--- src/rtl/mem_load_stage_pkg.sv ---
// mem_load_stage_pkg: shared load-op indices, exception codes, state and bundle types for the MEM stage
package mem_load_stage_pkg;
  localparam int LOAD_OP_LB  = 0;
  localparam int LOAD_OP_LBU = 1;
  localparam int LOAD_OP_LH  = 2;
  localparam int LOAD_OP_LHU = 3;
  localparam int LOAD_OP_LW  = 4;
  localparam int LOAD_OP_LWL = 5;
  localparam int LOAD_OP_LWR = 6;
  localparam logic [4:0] EXCCODE_ADEL = 5'h04;
  typedef enum logic [1:0] {EMPTY, FIRST, HELD} state_t;
  typedef struct packed {
    logic [31:0] pc;
    logic [6:0]  load_op;
    logic [1:0]  addr_lo;
    logic [31:0] rt_value;
    logic [31:0] result;
    logic [4:0]  dest;
    logic        ex;
    logic [4:0]  exccode;
  } es_to_ms_bus_t;
endpackage

--- src/rtl/mem_load_stage_if.sv ---
// mem_load_stage_if: EXE->MEM bundle, SRAM read data, and MEM->WB handshake/bundle
interface mem_load_stage_if;
  logic        es_valid;
  logic        ms_allowin;
  logic [31:0] es_pc;
  logic [6:0]  es_load_op;
  logic [1:0]  es_addr_lo;
  logic [31:0] es_rt_value;
  logic [31:0] es_result;
  logic [4:0]  es_dest;
  logic        es_ex;
  logic [4:0]  es_exccode;
  logic [31:0] data_sram_rdata;
  logic        ws_allowin;
  logic        ms_flush;
  logic        ms_valid;
  logic [31:0] ms_pc;
  logic [31:0] ms_result;
  logic [4:0]  ms_dest;
  logic        ms_rf_we;
  logic        ms_ex;
  logic [4:0]  ms_exccode;
  logic        ms_fwd_block;
  modport slave (
    input  es_valid, es_pc, es_load_op, es_addr_lo, es_rt_value, es_result, es_dest, es_ex, es_exccode,
    input  data_sram_rdata, ws_allowin, ms_flush,
    output ms_allowin, ms_valid, ms_pc, ms_result, ms_dest, ms_rf_we, ms_ex, ms_exccode, ms_fwd_block
  );
  modport master (
    output es_valid, es_pc, es_load_op, es_addr_lo, es_rt_value, es_result, es_dest, es_ex, es_exccode,
    output data_sram_rdata, ws_allowin, ms_flush,
    input  ms_allowin, ms_valid, ms_pc, ms_result, ms_dest, ms_rf_we, ms_ex, ms_exccode, ms_fwd_block
  );
endinterface

--- src/rtl/mem_load_stage_align.sv ---
// mem_load_stage_align: picks, extends and merges loaded bytes according to the one-hot load op
module mem_load_stage_align
  import mem_load_stage_pkg::*;
(
  input  logic [6:0]  load_op,
  input  logic [1:0]  addr_lo,
  input  logic [31:0] rdata,
  input  logic [31:0] rt,
  output logic [31:0] result
);
  logic [7:0]  b;
  logic [15:0] h;
  logic [31:0] lwl, lwr;
  assign b = rdata[{addr_lo, 3'b000} +: 8];
  assign h = addr_lo[1] ? rdata[31:16] : rdata[15:0];
  assign lwl = addr_lo == 2'd0 ? {rdata[7:0], rt[23:0]} :
               addr_lo == 2'd1 ? {rdata[15:0], rt[15:0]} :
               addr_lo == 2'd2 ? {rdata[23:0], rt[7:0]} : rdata;
  assign lwr = addr_lo == 2'd0 ? rdata :
               addr_lo == 2'd1 ? {rt[31:24], rdata[31:8]} :
               addr_lo == 2'd2 ? {rt[31:16], rdata[31:16]} : {rt[31:8], rdata[31:24]};
  assign result = load_op[LOAD_OP_LB]  ? {{24{b[7]}}, b} :
                  load_op[LOAD_OP_LBU] ? {24'b0, b} :
                  load_op[LOAD_OP_LH]  ? {{16{h[15]}}, h} :
                  load_op[LOAD_OP_LHU] ? {16'b0, h} :
                  load_op[LOAD_OP_LWL] ? lwl :
                  load_op[LOAD_OP_LWR] ? lwr : rdata;
endmodule

--- src/rtl/mem_load_stage.sv ---
// mem_load_stage: MEM stage read side; samples SRAM data on entry, holds it across WB stalls
module mem_load_stage
  import mem_load_stage_pkg::*;
#(
  parameter logic [31:0] RESET_PC = 32'hbfc0_0000
) (
  input logic clk,
  input logic reset,
  mem_load_stage_if.slave io
);
  state_t state, state_nxt;
  es_to_ms_bus_t bus_q;
  logic [31:0] hold_q, data, aligned;
  logic accept, capture;
  assign io.ms_valid = state != EMPTY;
  assign io.ms_allowin = !io.ms_valid | io.ws_allowin;
  assign accept = io.es_valid & io.ms_allowin;
  assign capture = state == FIRST & !io.ws_allowin;
  always_comb begin
    state_nxt = state;
    state_nxt = io.ms_flush ? EMPTY :
                accept ? FIRST :
                io.ws_allowin ? EMPTY :
                state == FIRST ? HELD : state;
  end
  always_ff @(posedge clk or posedge reset) begin
    if (reset) begin
      state <= EMPTY;
      bus_q <= '{pc: RESET_PC, default: '0};
      hold_q <= '0;
    end else begin
      state <= state_nxt;
      if (accept & !io.ms_flush)
        bus_q <= '{pc: io.es_pc, load_op: io.es_load_op, addr_lo: io.es_addr_lo,
                   rt_value: io.es_rt_value, result: io.es_result, dest: io.es_dest,
                   ex: io.es_ex, exccode: io.es_exccode};
      if (capture)
        hold_q <= io.data_sram_rdata;
    end
  end
  // SRAM data is only valid in the first cycle; after that the captured copy stands in
  assign data = state == HELD ? hold_q : io.data_sram_rdata;
  mem_load_stage_align u_align (
    .load_op (bus_q.load_op),
    .addr_lo (bus_q.addr_lo),
    .rdata   (data),
    .rt      (bus_q.rt_value),
    .result  (aligned)
  );
  assign io.ms_result = (bus_q.ex | ~|bus_q.load_op) ? bus_q.result : aligned;
  assign io.ms_pc = bus_q.pc;
  assign io.ms_dest = bus_q.dest;
  assign io.ms_rf_we = !bus_q.ex & |bus_q.dest;
  assign io.ms_ex = bus_q.ex;
  assign io.ms_exccode = bus_q.exccode;
  assign io.ms_fwd_block = 1'b0;
endmodule

--- src/flat_wrapper.sv ---
// flat-port wrapper written by rule: the top's interface ports become plain ports
module mem_load_stage_flat import mem_load_stage_pkg::*;
#(
  parameter logic [31:0] RESET_PC = 32'hbfc0_0000
)
  (clk, reset, io_es_valid, io_es_pc, io_es_load_op, io_es_addr_lo, io_es_rt_value, io_es_result, io_es_dest, io_es_ex, io_es_exccode, io_data_sram_rdata, io_ws_allowin, io_ms_flush, io_ms_allowin, io_ms_valid, io_ms_pc, io_ms_result, io_ms_dest, io_ms_rf_we, io_ms_ex, io_ms_exccode, io_ms_fwd_block);
  mem_load_stage_if io_i ();
  input logic clk;
  input logic reset;
  input wire logic [$bits(io_i.es_valid)-1:0] io_es_valid;
  input wire logic [$bits(io_i.es_pc)-1:0] io_es_pc;
  input wire logic [$bits(io_i.es_load_op)-1:0] io_es_load_op;
  input wire logic [$bits(io_i.es_addr_lo)-1:0] io_es_addr_lo;
  input wire logic [$bits(io_i.es_rt_value)-1:0] io_es_rt_value;
  input wire logic [$bits(io_i.es_result)-1:0] io_es_result;
  input wire logic [$bits(io_i.es_dest)-1:0] io_es_dest;
  input wire logic [$bits(io_i.es_ex)-1:0] io_es_ex;
  input wire logic [$bits(io_i.es_exccode)-1:0] io_es_exccode;
  input wire logic [$bits(io_i.data_sram_rdata)-1:0] io_data_sram_rdata;
  input wire logic [$bits(io_i.ws_allowin)-1:0] io_ws_allowin;
  input wire logic [$bits(io_i.ms_flush)-1:0] io_ms_flush;
  output wire logic [$bits(io_i.ms_allowin)-1:0] io_ms_allowin;
  output wire logic [$bits(io_i.ms_valid)-1:0] io_ms_valid;
  output wire logic [$bits(io_i.ms_pc)-1:0] io_ms_pc;
  output wire logic [$bits(io_i.ms_result)-1:0] io_ms_result;
  output wire logic [$bits(io_i.ms_dest)-1:0] io_ms_dest;
  output wire logic [$bits(io_i.ms_rf_we)-1:0] io_ms_rf_we;
  output wire logic [$bits(io_i.ms_ex)-1:0] io_ms_ex;
  output wire logic [$bits(io_i.ms_exccode)-1:0] io_ms_exccode;
  output wire logic [$bits(io_i.ms_fwd_block)-1:0] io_ms_fwd_block;
  assign io_i.es_valid = io_es_valid;
  assign io_i.es_pc = io_es_pc;
  assign io_i.es_load_op = io_es_load_op;
  assign io_i.es_addr_lo = io_es_addr_lo;
  assign io_i.es_rt_value = io_es_rt_value;
  assign io_i.es_result = io_es_result;
  assign io_i.es_dest = io_es_dest;
  assign io_i.es_ex = io_es_ex;
  assign io_i.es_exccode = io_es_exccode;
  assign io_i.data_sram_rdata = io_data_sram_rdata;
  assign io_i.ws_allowin = io_ws_allowin;
  assign io_i.ms_flush = io_ms_flush;
  assign io_ms_allowin = io_i.ms_allowin;
  assign io_ms_valid = io_i.ms_valid;
  assign io_ms_pc = io_i.ms_pc;
  assign io_ms_result = io_i.ms_result;
  assign io_ms_dest = io_i.ms_dest;
  assign io_ms_rf_we = io_i.ms_rf_we;
  assign io_ms_ex = io_i.ms_ex;
  assign io_ms_exccode = io_i.ms_exccode;
  assign io_ms_fwd_block = io_i.ms_fwd_block;
  mem_load_stage #(.RESET_PC(RESET_PC)) u_core (.clk(clk), .reset(reset), .io(io_i));
endmodule
--- config.mk ---
export PLATFORM = sky130hd
export DESIGN_NAME = mem_load_stage_flat
export DESIGN_NICKNAME = d
export VERILOG_FILES = /design/src/rtl/mem_load_stage_pkg.sv /design/src/rtl/mem_load_stage_if.sv /design/src/rtl/mem_load_stage_align.sv /design/src/rtl/mem_load_stage.sv /design/src/flat_wrapper.sv
export SDC_FILE = /design/constraint.sdc
export NUM_CORES = 1
export LEC_CHECK = 0
export CAP_MARGIN = 5
export CORE_MARGIN = 2
export CORE_UTILIZATION = 40
export CTS_CLUSTER_SIZE = 30
export DETAILED_ROUTE_END_ITERATION = 8
export DONT_BUFFER_PORTS = 1
export MAX_ROUTING_LAYER = met4
export PLACE_DENSITY = 0.56
export SETUP_SLACK_MARGIN = 0.5
export SLEW_MARGIN = 20
export SYNTH_ARGS = -nofsm -noshare
export SYNTH_HDL_FRONTEND = slang
export SYNTH_SLANG_ARGS = --single-unit
export TNS_END_PERCENT = 50
--- constraint.sdc ---
create_clock -name clk -period 6.2 [get_ports clk]
set_input_delay 0.93 -clock clk [delete_from_list [all_inputs] [get_ports clk]]
set_output_delay 0.93 -clock clk [all_outputs]
set_load 0.03 [all_outputs]
==> results.json, run 1 <==
{
  "synth_cell_types": 60,
  "grt_overflow": 0,
  "detail-route-antenna-nets": 0,
  "cp_max_fo": 26,
  "die_height_um": 152,
  "netlist_top_cells_area": "dfrtp_1 40%, mux2_2 20%, buf_4 4.0%",
  "first_global_vias": 6749,
  "io_pins": 232,
  "cts_root_buffer": "clkbuf_16",
  "worstPathCellList": "nor2b_4 -> buf_4 -> mux2i_1 -> a211oi_1 -> a2111oi_0 -> o32ai_1 -> buf_4",
  "first_pass_grt_wire_length_mm": 42.9,
  "grt_setup_unrepaired": "no",
  "detail_route.wirelength_mm": 28.9,
  "setup_viol_count_final": 0,
  "timing.critical_path.max_delay_family": "compound AO/OA/AOI/OAI gates",
  "hold_buffers": 0,
  "synth_largest_type_area_fraction_pct": 40.1,
  "yosys_top_cell_by_area": "dfrtp_1",
  "clock_tree.htree_level_count": 4,
  "initial_core_utilization_pct": 40.6,
  "ys.warnings.count": 0,
  "data_arrival_time_of_the_critical_path_ns": 3.82,
  "topRoutingLayerUsed": "met4",
  "die_area_sq_um": 23200,
  "drt-initial-drc-count": 471,
  "synthFlopType": "dfrtp_1",
  "core_area_sq_um": 21700,
  "p_r_area_growth_vs_syn_pct": 6.86,
  "ys_seq_elements": 150,
  "numPortBuffers": 0,
  "worstSkewPairLatency_ns": 0.43,
  "fmax_mhz": 211,
  "syn_nets": 920,
  "fraction_of_layout_instances_using_a_drive_strength_above_1_pct": 35.0,
  "pwr_density_cell_nw_per_um2": 390,
  "cts_resized": 0,
  "min_period_ns": 4.75,
  "detailedPlacementHpwl_mm": 21.5,
  "gp_routability_congestion": 0.900,
  "synthesis.area_per_instance_sq_um": 11.5,
  "worst_hold_slack_ns": 0.516,
  "met3_routed_wl_mm": 1.95,
  "synth_seq_area_share_pct": 42.8,
  "static-leakage-power_nw": 3.67,
  "seqCellArea_sq_um": 3760,
  "relSlewSlack_pct": 22.4,
  "post-cts-setup-buffer-count": 0,
  "slew_violations": 0,
  "layout.nets": 869,
  "hold_violations": 0,
  "async_flop_share_pct": 100,
  "inserted_clock_buffers": 17,
  "track_usage_pct": 25.2,
  "synth.cell_area_sq_um": 8800,
  "cap_viol_max_count": 0,
  "min_period_over_period_pct": 76.6,
  "wl_met2_mm": 13.5,
  "drtPass1Iterations": 7,
  "clkTransAtPathRegs_ns": 0.06,
  "n_fill_cell": 2010,
  "max_slew.worst_pin.slew_ns": 1.16,
  "worstHoldPathType": "register to register",
  "max-clock-path-buffers": 2,
  "run_status": "complete, no violations",
  "timing.setup.tns_ns": 0,
  "die_x_um": 152,
  "num_vias": 6501,
  "most_prevalent_standard_cell_on_the_critical_path": "buf_4",
  "number_of_instances_in_the_synthesized_netlist": 767,
  "grt_max_degree": 96,
  "timing.critical_path.from_type": "register",
  "cts_tree": "yes",
  "crit_path_end_kind": "output pin",
  "irDropWorstVdd_uv": 172,
  "grt_antenna_before_repair": 1,
  "area_of_the_multi_input_gates_sq_um": 4420,
  "critPathSlowestCell": "nor2b_4",
  "via_per_inst": 6.44,
  "number_of_enable_flip_flop_cells_after_synthesis": 0,
  "core.rowCount": 54,
  "maximum_cell_stage_delay_along_the_critical_path_ns": 0.87,
  "cp.buffers_inverters": 2,
  "post_drt_wl_per_cell_um": 28.6,
  "clock-skew-final_ns": 0.00812,
  "critical_path_class": "register to output pin",
  "numClockSinks": 150,
  "remaining_drc_errors": 0,
  "rrSetupSlack_ns": 2.94,
  "worstPathRequired_ns": 5.27,
  "wl_met1_mm": 12.5
}
-- area by class of cell --
cell class,instances,area share [%]
diodes,1,0.0266
clock buffers,20,4.64
clock inverters,12,2.03
inverters,7,0.332
multi-input cells,512,47.0
flip-flops and latches,150,40.0
well taps,280,3.72
repair buffers,28,2.23
-- worst register-to-register path, stage by stage, from the launching register on --
cell and delay (ns):
dfrtp_1 0.53, or2_1 0.38, nand2b_2 0.23, nand2_1 0.14, or2_4 0.60, buf_4 0.75, mux2_2 0.51
-- synthesized netlist by cell type, types with 14 or more instances --
| cell | number |
|---|---|
| mux2i_1 | 31 |
| nand2_1 | 16 |
| nor3_1 | 14 |
| o22ai_1 | 14 |
| buf_4 | 47 |
| o21ai_0 | 26 |
| a211oi_1 | 18 |
| a21oi_1 | 35 |
| o32ai_1 | 14 |
| clkbuf_1 | 24 |
| mux2_2 | 160 |
| buf_2 | 15 |
| mux4_2 | 14 |
| nor2_1 | 53 |
| dfrtp_1 | 141 |
-- stage by stage --
step / utilization (%) / setup slack (ns) / cells / total power, mW / cell area, sq um
2_1_floorplan: - / 1.25 / 767 / 2.26 / 8800
3_3_place_gp: 40.4 / 1.76 / 977 / 2.52 / 8770
3_5_place_dp: 40.4 / 1.88 / 977 / 2.53 / 8770
4_1_cts: 43.3 / 1.40 / 1009 / 3.67 / 9400
5_1_grt: 43.4 / 1.14 / 1010 / 3.81 / 9410
6_report: 43.4 / 1.45 / 1010 / 3.66 / 9410
-- cells in the final DEF (no fill, tap or decap), drive strengths merged, types with 4 or more instances in the layout --
cell type and count:
mux2 162, dfrtp 141, nor2 53, a21oi 35
mux2i 31, buf 28, o21ai 27, clkbuf 20
a211oi 18, nand2 16, nor3 14, o22ai 14
mux4 14, o32ai 14, inv 13, o221ai 12
a21o 9, dfstp 9, nand2b 9, o221a 8
o311ai 7, a2111oi 7, a211o 6, a311oi 5
or2 5, a221oi 4, bufinv 4
-- final timing paths --
path,startpoint,to,cells past startpoint
max,u_core.state[1],io_ms_result[9],7
max in group asynchronous,reset,u_core.hold_q[5],2
min in group asynchronous,reset,u_core.io.ms_pc[14],1
max reg2reg,u_core.state[0],u_core.bus_q[15],6
min reg2reg,u_core.bus_q[42],u_core.bus_q[42],1
min,u_core.bus_q[42],u_core.bus_q[42],1
-- metal layers --
layer  global-route usage [%]  vias to the layer above
li1                         -                     2771
met1                     32.4                     3332
met3                     5.63                       57
met2                     39.6                      341
met5                        -                        -
met4                     8.77                        0
-- state kept, by name, indices dropped and copies added, names as in the netlist --
| name | count |
|---|---|
| u_core.bus_q | 73 |
| u_core.hold_q | 32 |
| u_core.io.ms_pc | 32 |
| u_core.io.ms_dest | 5 |
| u_core.io.ms_exccode | 5 |
| u_core.state | 2 |
| u_core.io.ms_ex | 1 |
-- report_power, final --
part	switching (mW)	internal [mW]	total (mW)
Combinational	0.664	0.407	1.07
Sequential	0.294	1.17	1.46
Clock	0.446	0.684	1.13
-- cells by family after synthesis --
family / after synthesis / share of synthesized area (%)
simple gates: 114 / 6.27
mux: 207 / 27.9
other cells: 1 / 0.0426
compound gates: 190 / 15.5
flops: 150 / 42.8
buf+inv: 105 / 7.46
Note: power is estimated with default switching activity, not from simulation.
==> run 2, diff against run 1 <==
--- a/config.mk
+++ b/config.mk
@@ -5,6 +5,7 @@
 export SDC_FILE = /design/constraint.sdc
 export NUM_CORES = 1
 export LEC_CHECK = 0
+export ABC_AREA = 1
 export CAP_MARGIN = 5
 export CORE_MARGIN = 2
 export CORE_UTILIZATION = 40
==> constraint.sdc (replaced) <==
create_clock -name clk -period 4.7 [get_ports clk]
set_input_delay 0.705 -clock clk [delete_from_list [all_inputs] [get_ports clk]]
set_output_delay 0.705 -clock clk [all_outputs]
set_load 0.03 [all_outputs]
==> run 2 against run 1 <==
Effect of this change:
- global-route usage is 0.14 points lower
- total power is 28% higher
- die area increased by 9.4%
- non-clock buffer count is 8 higher
- first-iteration DRC count up 81%
- worst hold slack got worse by 0.25 ns
- combinational power up 33%
- final area rose by 8.2%
- wire length grew 5.9%
- count of clock-buffer cells in the layout down 3
- synthesized cell count is 70% higher
- synthesized area increased by 9.7%
- highest routed layer unchanged
==> results.json, run 2 <==
{
  "cts_tree": "yes",
  "min_period_ns": 3.92,
  "data_arrival_time_of_the_critical_path_ns": 3.22,
  "worstHoldPathType": "primary input to async pin",
  "drtPass1Iterations": 5,
  "setup_viol_count_final": 0,
  "syn_nets": 1458,
  "grt_setup_unrepaired": "no",
  "worstSkewPairLatency_ns": 0.44,
  "synth_largest_type_area_fraction_pct": 36.5,
  "most_prevalent_standard_cell_on_the_critical_path": "nand2_1",
  "hold_violations": 0,
  "timing.critical_path.from_type": "register",
  "r2r_cells": 7,
  "post_drt_wl_per_cell_um": 19.5,
  "async_flop_share_pct": 100,
  "crit_path_end_kind": "output pin",
  "p_r_area_growth_vs_syn_pct": 5.44,
  "power.share.switching_pct": 40.3,
  "ys_seq_elements": 150,
  "worst_setup_slack_post_dpl_ns": 1.23,
  "critPathSlowestCell": "inv_2",
  "min_period_over_period_pct": 83.5,
  "cts_root_buffer": "clkbuf_16",
  "hold_buffers": 0,
  "die_area_sq_um": 25400,
  "clock_power_share_pct": 31.1,
  "grt_max_degree": 113,
  "most_common_library_cells_after_synthesis": "402 x nand2_1, 141 x dfrtp_1, 134 x nand3_1",
  "numPortBuffers": 0,
  "layout_common_cells": "402 x nand2_1, 141 x dfrtp_1, 133 x nand3_1",
  "relSlewSlack_pct": 33.2,
  "netlist_top_cells_area": "dfrtp_1 37%, nand2_1 16%, mux2_2 10%",
  "synth_seq_area_share_pct": 39.0,
  "detail_route.wirelength_mm": 30.6,
  "topRoutingLayerUsed": "met4",
  "first_pass_grt_wire_length_mm": 47.9,
  "via_per_inst": 5.33,
  "post-cts-setup-buffer-count": 0,
  "synth_most_common_cell": "nand2_1",
  "inserted_clock_buffers": 17,
  "pwr_density_cell_nw_per_um2": 461,
  "drt-initial-drc-count": 854,
  "regToRegStartpoint": "u_core.state[0]",
  "ys.warnings.count": 0,
  "critical_path_class": "register to output pin",
  "clock_tree.htree_level_count": 4,
  "clock-skew-final_ns": 0.0109,
  "largest-register": "u_core.bus_q",
  "worst_slack_ns": 0.776,
  "critical_path.reg2reg.endpoint": "u_core.io.ms_pc[13]",
  "slew_violations": 0,
  "detailedPlacementHpwl_mm": 22.8,
  "maximum_cell_stage_delay_along_the_critical_path_ns": 0.55,
  "layout.nets": 1390,
  "first_global_vias": 8333,
  "detail-route-antenna-nets": 0,
  "power.share.combinational_pct": 30.3,
  "seq_power_share_pct": 38.7,
  "rrSetupSlack_ns": 1.64,
  "numClockSinks": 150,
  "synth.cell_area_sq_um": 9660,
  "largest_register_ff_count": 73,
  "fraction_of_layout_instances_using_a_drive_strength_above_1_pct": 16.5,
  "remaining_drc_errors": 0,
  "num_antenna_cells": 0,
  "synthesis.area_per_instance_sq_um": 7.40,
  "cp_max_fo": 42,
  "run_status": "complete, no violations",
  "worstPathCellList": "inv_2 -> nand2_2 -> nand2_1 -> nand2_1 -> nand2_1 -> nand2_1 -> nor2_2 -> nor2_2 -> nor2_4 -> a21oi_1 -> buf_4",
  "grt_overflow": 0,
  "static-leakage-power_nw": 4.97,
  "clkTransAtPathRegs_ns": 0.07,
  "worst_hold_slack_ns": 0.271,
  "initial_core_utilization_pct": 40.9,
  "track_usage_pct": 25.1,
  "fmax_mhz": 255,
  "die_x_um": 159,
  "core_area_sq_um": 23600,
  "max_slew.worst_pin.slew_ns": 1.00,
  "timing.setup.tns_ns": 0,
  "num_vias": 8359,
  "synthFlopType": "dfrtp_1",
  "core.rowCount": 56,
  "die_height_um": 159,
  "yosys_top_cell_by_area": "dfrtp_1",
  "most_frequent_standard_cell_in_the_layout_excluding_fill_and_tap_cells": "nand2_1",
  "irDropWorstVdd_uv": 280,
  "cap_viol_max_count": 0,
  "worstPathRequired_ns": 3.99,
  "gp_routability_congestion": 1.00,
  "number_of_enable_flip_flop_cells_after_synthesis": 0,
  "cts_resized": 0,
  "wl_met2_mm": 14.1,
  "internal-power_mw": 2.80,
  "synth_cell_types": 29,
  "wl_met1_mm": 12.8,
  "number_of_instances_in_the_synthesized_netlist": 1305,
  "max-clock-path-buffers": 2,
  "switchingPower_mw": 1.89,
  "io_pins": 232,
  "grt_antenna_before_repair": 0,
  "met3_routed_wl_mm": 2.73
}
[run 2: cell families (layout without fill, tap and decap cells)]
family / Yosys count / after routing / share of synthesized area [%]
buf+inv: 234 / 179 / 12.4
compound gates: 198 / 198 / 11.2
flops: 150 / 150 / 39.0
mux: 86 / 86 / 10.0
simple gates: 636 / 636 / 27.3
other cells: 1 / 1 / 0.0388
[run 2: worst max-delay path by stage]
| stage | startpoint | end | slack [ns] | cells after the start |
|---|---|---|---|---|
| after floorplan | reset | u_core.bus_q[11] | 2.11 | 1 |
| after global placement | u_core.state[0] | io_ms_result[31] | 1.28 | 11 |
| after detailed placement | u_core.state[0] | io_ms_result[15] | 1.23 | 11 |
| after CTS | u_core.state[0] | io_ms_result[15] | 0.75 | 11 |
| after global routing | u_core.state[0] | io_ms_result[16] | 0.52 | 11 |
| final | u_core.state[0] | io_ms_result[14] | 0.78 | 11 |
[run 2: worst max-delay path: cells and delay by family (launching register included)]
family | cells | cell delay, ns
AO/OA/AOI/OAI | 1 | 0.16
flip-flops | 1 | 0.41
AND/OR/NAND/NOR | 8 | 1.46
buffers and inverters | 2 | 0.75
[run 2: final cells by class]
type	count	area [sq um]
multi-input combinational	921	4700
sequential	150	3760
timing repair buffer	36	295
inverter	111	422
clock inverter	15	179
clock buffer	17	425
fill	2480	13400
tap	319	399
[run 2: metal layers]
layer  track usage [%]  vias up
li1                  -     4020
met1              32.3     3896
met2              38.8      388
met3              5.44       55
met4              9.67        0
met5                 -        -
[run 2: power by group through the flow]
stage	combinational, mW	clock [mW]	sequential (mW)
global route	1.57	1.54	1.85
CTS	1.41	1.49	1.81
floorplan	1.34	0	1.64
detailed placement	1.41	0	1.83
finish	1.42	1.46	1.82
global placement	1.40	0	1.83
[run 2: stage by stage]
stage	area, sq um	total power, mW	utilization (%)	std cells
global route	10200	4.95	43.1	1569
floorplan	9660	2.97	-	1305
global placement	9580	3.23	40.6	1537
detailed placement	9580	3.25	40.6	1537
finish	10200	4.70	43.1	1569
CTS	10200	4.72	43.1	1569
==> run 3, diff against run 2 <==
==> constraint.sdc (replaced) <==
create_clock -name clk -period 3.93 [get_ports clk]
set_input_delay 0.5895 -clock clk [delete_from_list [all_inputs] [get_ports clk]]
set_output_delay 0.5895 -clock clk [all_outputs]
set_load 0.03 [all_outputs]
==> run 3 against run 2 <==
Effect of this change:
- critical path depth rose by 1
- global-route usage rose by 0.40 points
- first-iteration DRC count rose by 0.23%
- total power rose by 22%
- critical path type unchanged
- largest power group unchanged
==> results.json, run 3 (same netlist as run 2, synthesis figures left out) <==
{
  "data_arrival_time_of_the_critical_path_ns": 2.72,
  "first_global_vias": 8335,
  "slew_violations": 0,
  "stdcell_count": 1592,
  "final_cell_area_sq_um": 10400,
  "grt_setup_unrepaired": "no",
  "worstSkewPairLatency_ns": 0.45,
  "detail-route-antenna-nets": 0,
  "critical_path_class": "register to output pin",
  "max-clock-path-buffers": 2,
  "track_usage_pct": 25.5,
  "die_x_um": 159,
  "dpl.cell_count": 1550,
  "n_fill_cell": 2492,
  "cap_viol_max_count": 0,
  "core_area_sq_um": 23600,
  "post_drt_wl_per_cell_um": 19.9,
  "core.rowCount": 56,
  "grt_overflow": 0,
  "numClockSinks": 150,
  "remaining_drc_errors": 0,
  "finalPower_mw": 5.72,
  "min_period_over_period_pct": 84.2,
  "detailedPlacementHpwl_mm": 23.4,
  "hold_violations": 0,
  "detail_route.wirelength_mm": 31.6,
  "p_r_area_growth_vs_syn_pct": 7.73,
  "layout_common_cells": "401 x nand2_1, 140 x dfrtp_1, 133 x nand3_1",
  "timing.setup.tns_ns": 0,
  "fmax_mhz": 302,
  "setup_viol_count_final": 0,
  "fraction_of_layout_instances_using_a_drive_strength_above_1_pct": 18.1,
  "crit_path_end_kind": "output pin",
  "drtPass1Iterations": 6,
  "max_slew.worst_pin.slew_ns": 0.968,
  "cts_tree": "yes",
  "run_status": "complete, no violations",
  "num_antenna_cells": 0,
  "num_vias": 8577,
  "timing.critical_path.from_type": "register",
  "largest_register_ff_count": 73,
  "grt_antenna_before_repair": 0,
  "clock-skew-final_ns": 0.0146,
  "cp-startpoint": "u_core.state[1]",
  "layout.nets": 1413,
  "initial_core_utilization_pct": 40.9,
  "gp_routability_congestion": 1.01,
  "numPortBuffers": 0,
  "irDropWorstVdd_uv": 243,
  "cts_root_buffer": "clkbuf_16",
  "worstHoldPathType": "primary input to async pin",
  "most_frequent_standard_cell_in_the_layout_excluding_fill_and_tap_cells": "nand2_1",
  "inserted_clock_buffers": 17,
  "regToRegStartpoint": "u_core.state[1]",
  "pwr_density_cell_nw_per_um2": 550,
  "relSlewSlack_pct": 35.4,
  "worstPathRequired_ns": 3.34,
  "io_pins": 232,
  "drt-initial-drc-count": 856,
  "cp_max_fo": 40,
  "first_pass_grt_wire_length_mm": 48.4,
  "clkTransAtPathRegs_ns": 0.07,
  "placedInstanceArea_sq_um": 9680,
  "via_per_inst": 5.39,
  "min_period_ns": 3.31,
  "die_height_um": 159,
  "clock_tree.htree_level_count": 4,
  "grt_max_degree": 114,
  "largest-register": "u_core.bus_q",
  "die_area_sq_um": 25400,
  "static-leakage-power_nw": 5.09
}
run 3: changes by cell type in the layout (fill, tap and decap cells not counted), sizes merged:
cell / delta
bufinv: -1
nor2: +1
inv: -3
clkinv: +5
clkinvlp: -1
buf: +22
run 3: path summary, 6_finish.rpt:
| kind | to | slack (ns) | cells past startpoint |
|---|---|---|---|
| min reg2reg | u_core.hold_q[17] | 0.49 | 2 |
| min | u_core.state[0] | 0.20 | 1 |
| max in group asynchronous | u_core.io.ms_pc[27] | 2.69 | 2 |
| min in group clk | u_core.state[1] | 0.21 | 1 |
| max reg2reg | u_core.bus_q[14] | 1.08 | 7 |
| max | io_ms_result[29] | 0.62 | 12 |
run 3: final cells by class:
cell class	count	area (sq um)	share of cell area, %
Inverter	111	422	4.05
Multi-Input combinational cell	922	4720	45.4
Timing Repair Buffer	58	468	4.50
Clock buffer	17	425	4.09
Clock inverter	15	200	1.92
Tap cell	319	399	3.84
Sequential cell	150	3770	36.2
run 3: worst max-delay path: stages (launching register included):
cell and delay, ns:
dfrtp_1 0.40, buf_4 0.40, nand3_1 0.16, nand2_1 0.33
nand2_1 0.09, nand2_1 0.09, nand2_1 0.06, nand3_1 0.19
nand2_1 0.10, nand2_1 0.06, nand2_1 0.08, a21oi_2 0.13
buf_4 0.16
run 3: timing repair:
action,in CTS,in global routing
pin swaps,0,3
setup endpoints to repair,32,29
gates cloned,1,0
resized for setup,2,6
buffers inserted,0,9
hold buffers,0,0
run 3: metal layers:
layer | up-vias | global-route usage [%] | routed length (um)
li1 | 4067 | - | -
met1 | 4046 | 32.9 | 13400
met2 | 407 | 40.7 | 14900
met3 | 57 | 4.40 | 2510
met4 | 0 | 8.55 | 864
met5 | - | - | 0
run 3: per-stage QoR:
step	setup slack (ns)	hold slack [ns]	util, %
floorplan	1.46	0.453	-
global placement	0.797	0.468	41.0
detailed placement	0.776	0.480	41.0
CTS	0.497	0.199	43.7
global route	0.507	0.202	44.1
finish	0.623	0.199	44.1
run 3: power by group:
group,switching (mW),internal (mW),leakage [nW]
clock,0.833,0.925,0.305
combinational,1.18,0.618,3.05
sequential,0.333,1.83,1.74
total,2.35,3.37,5.09
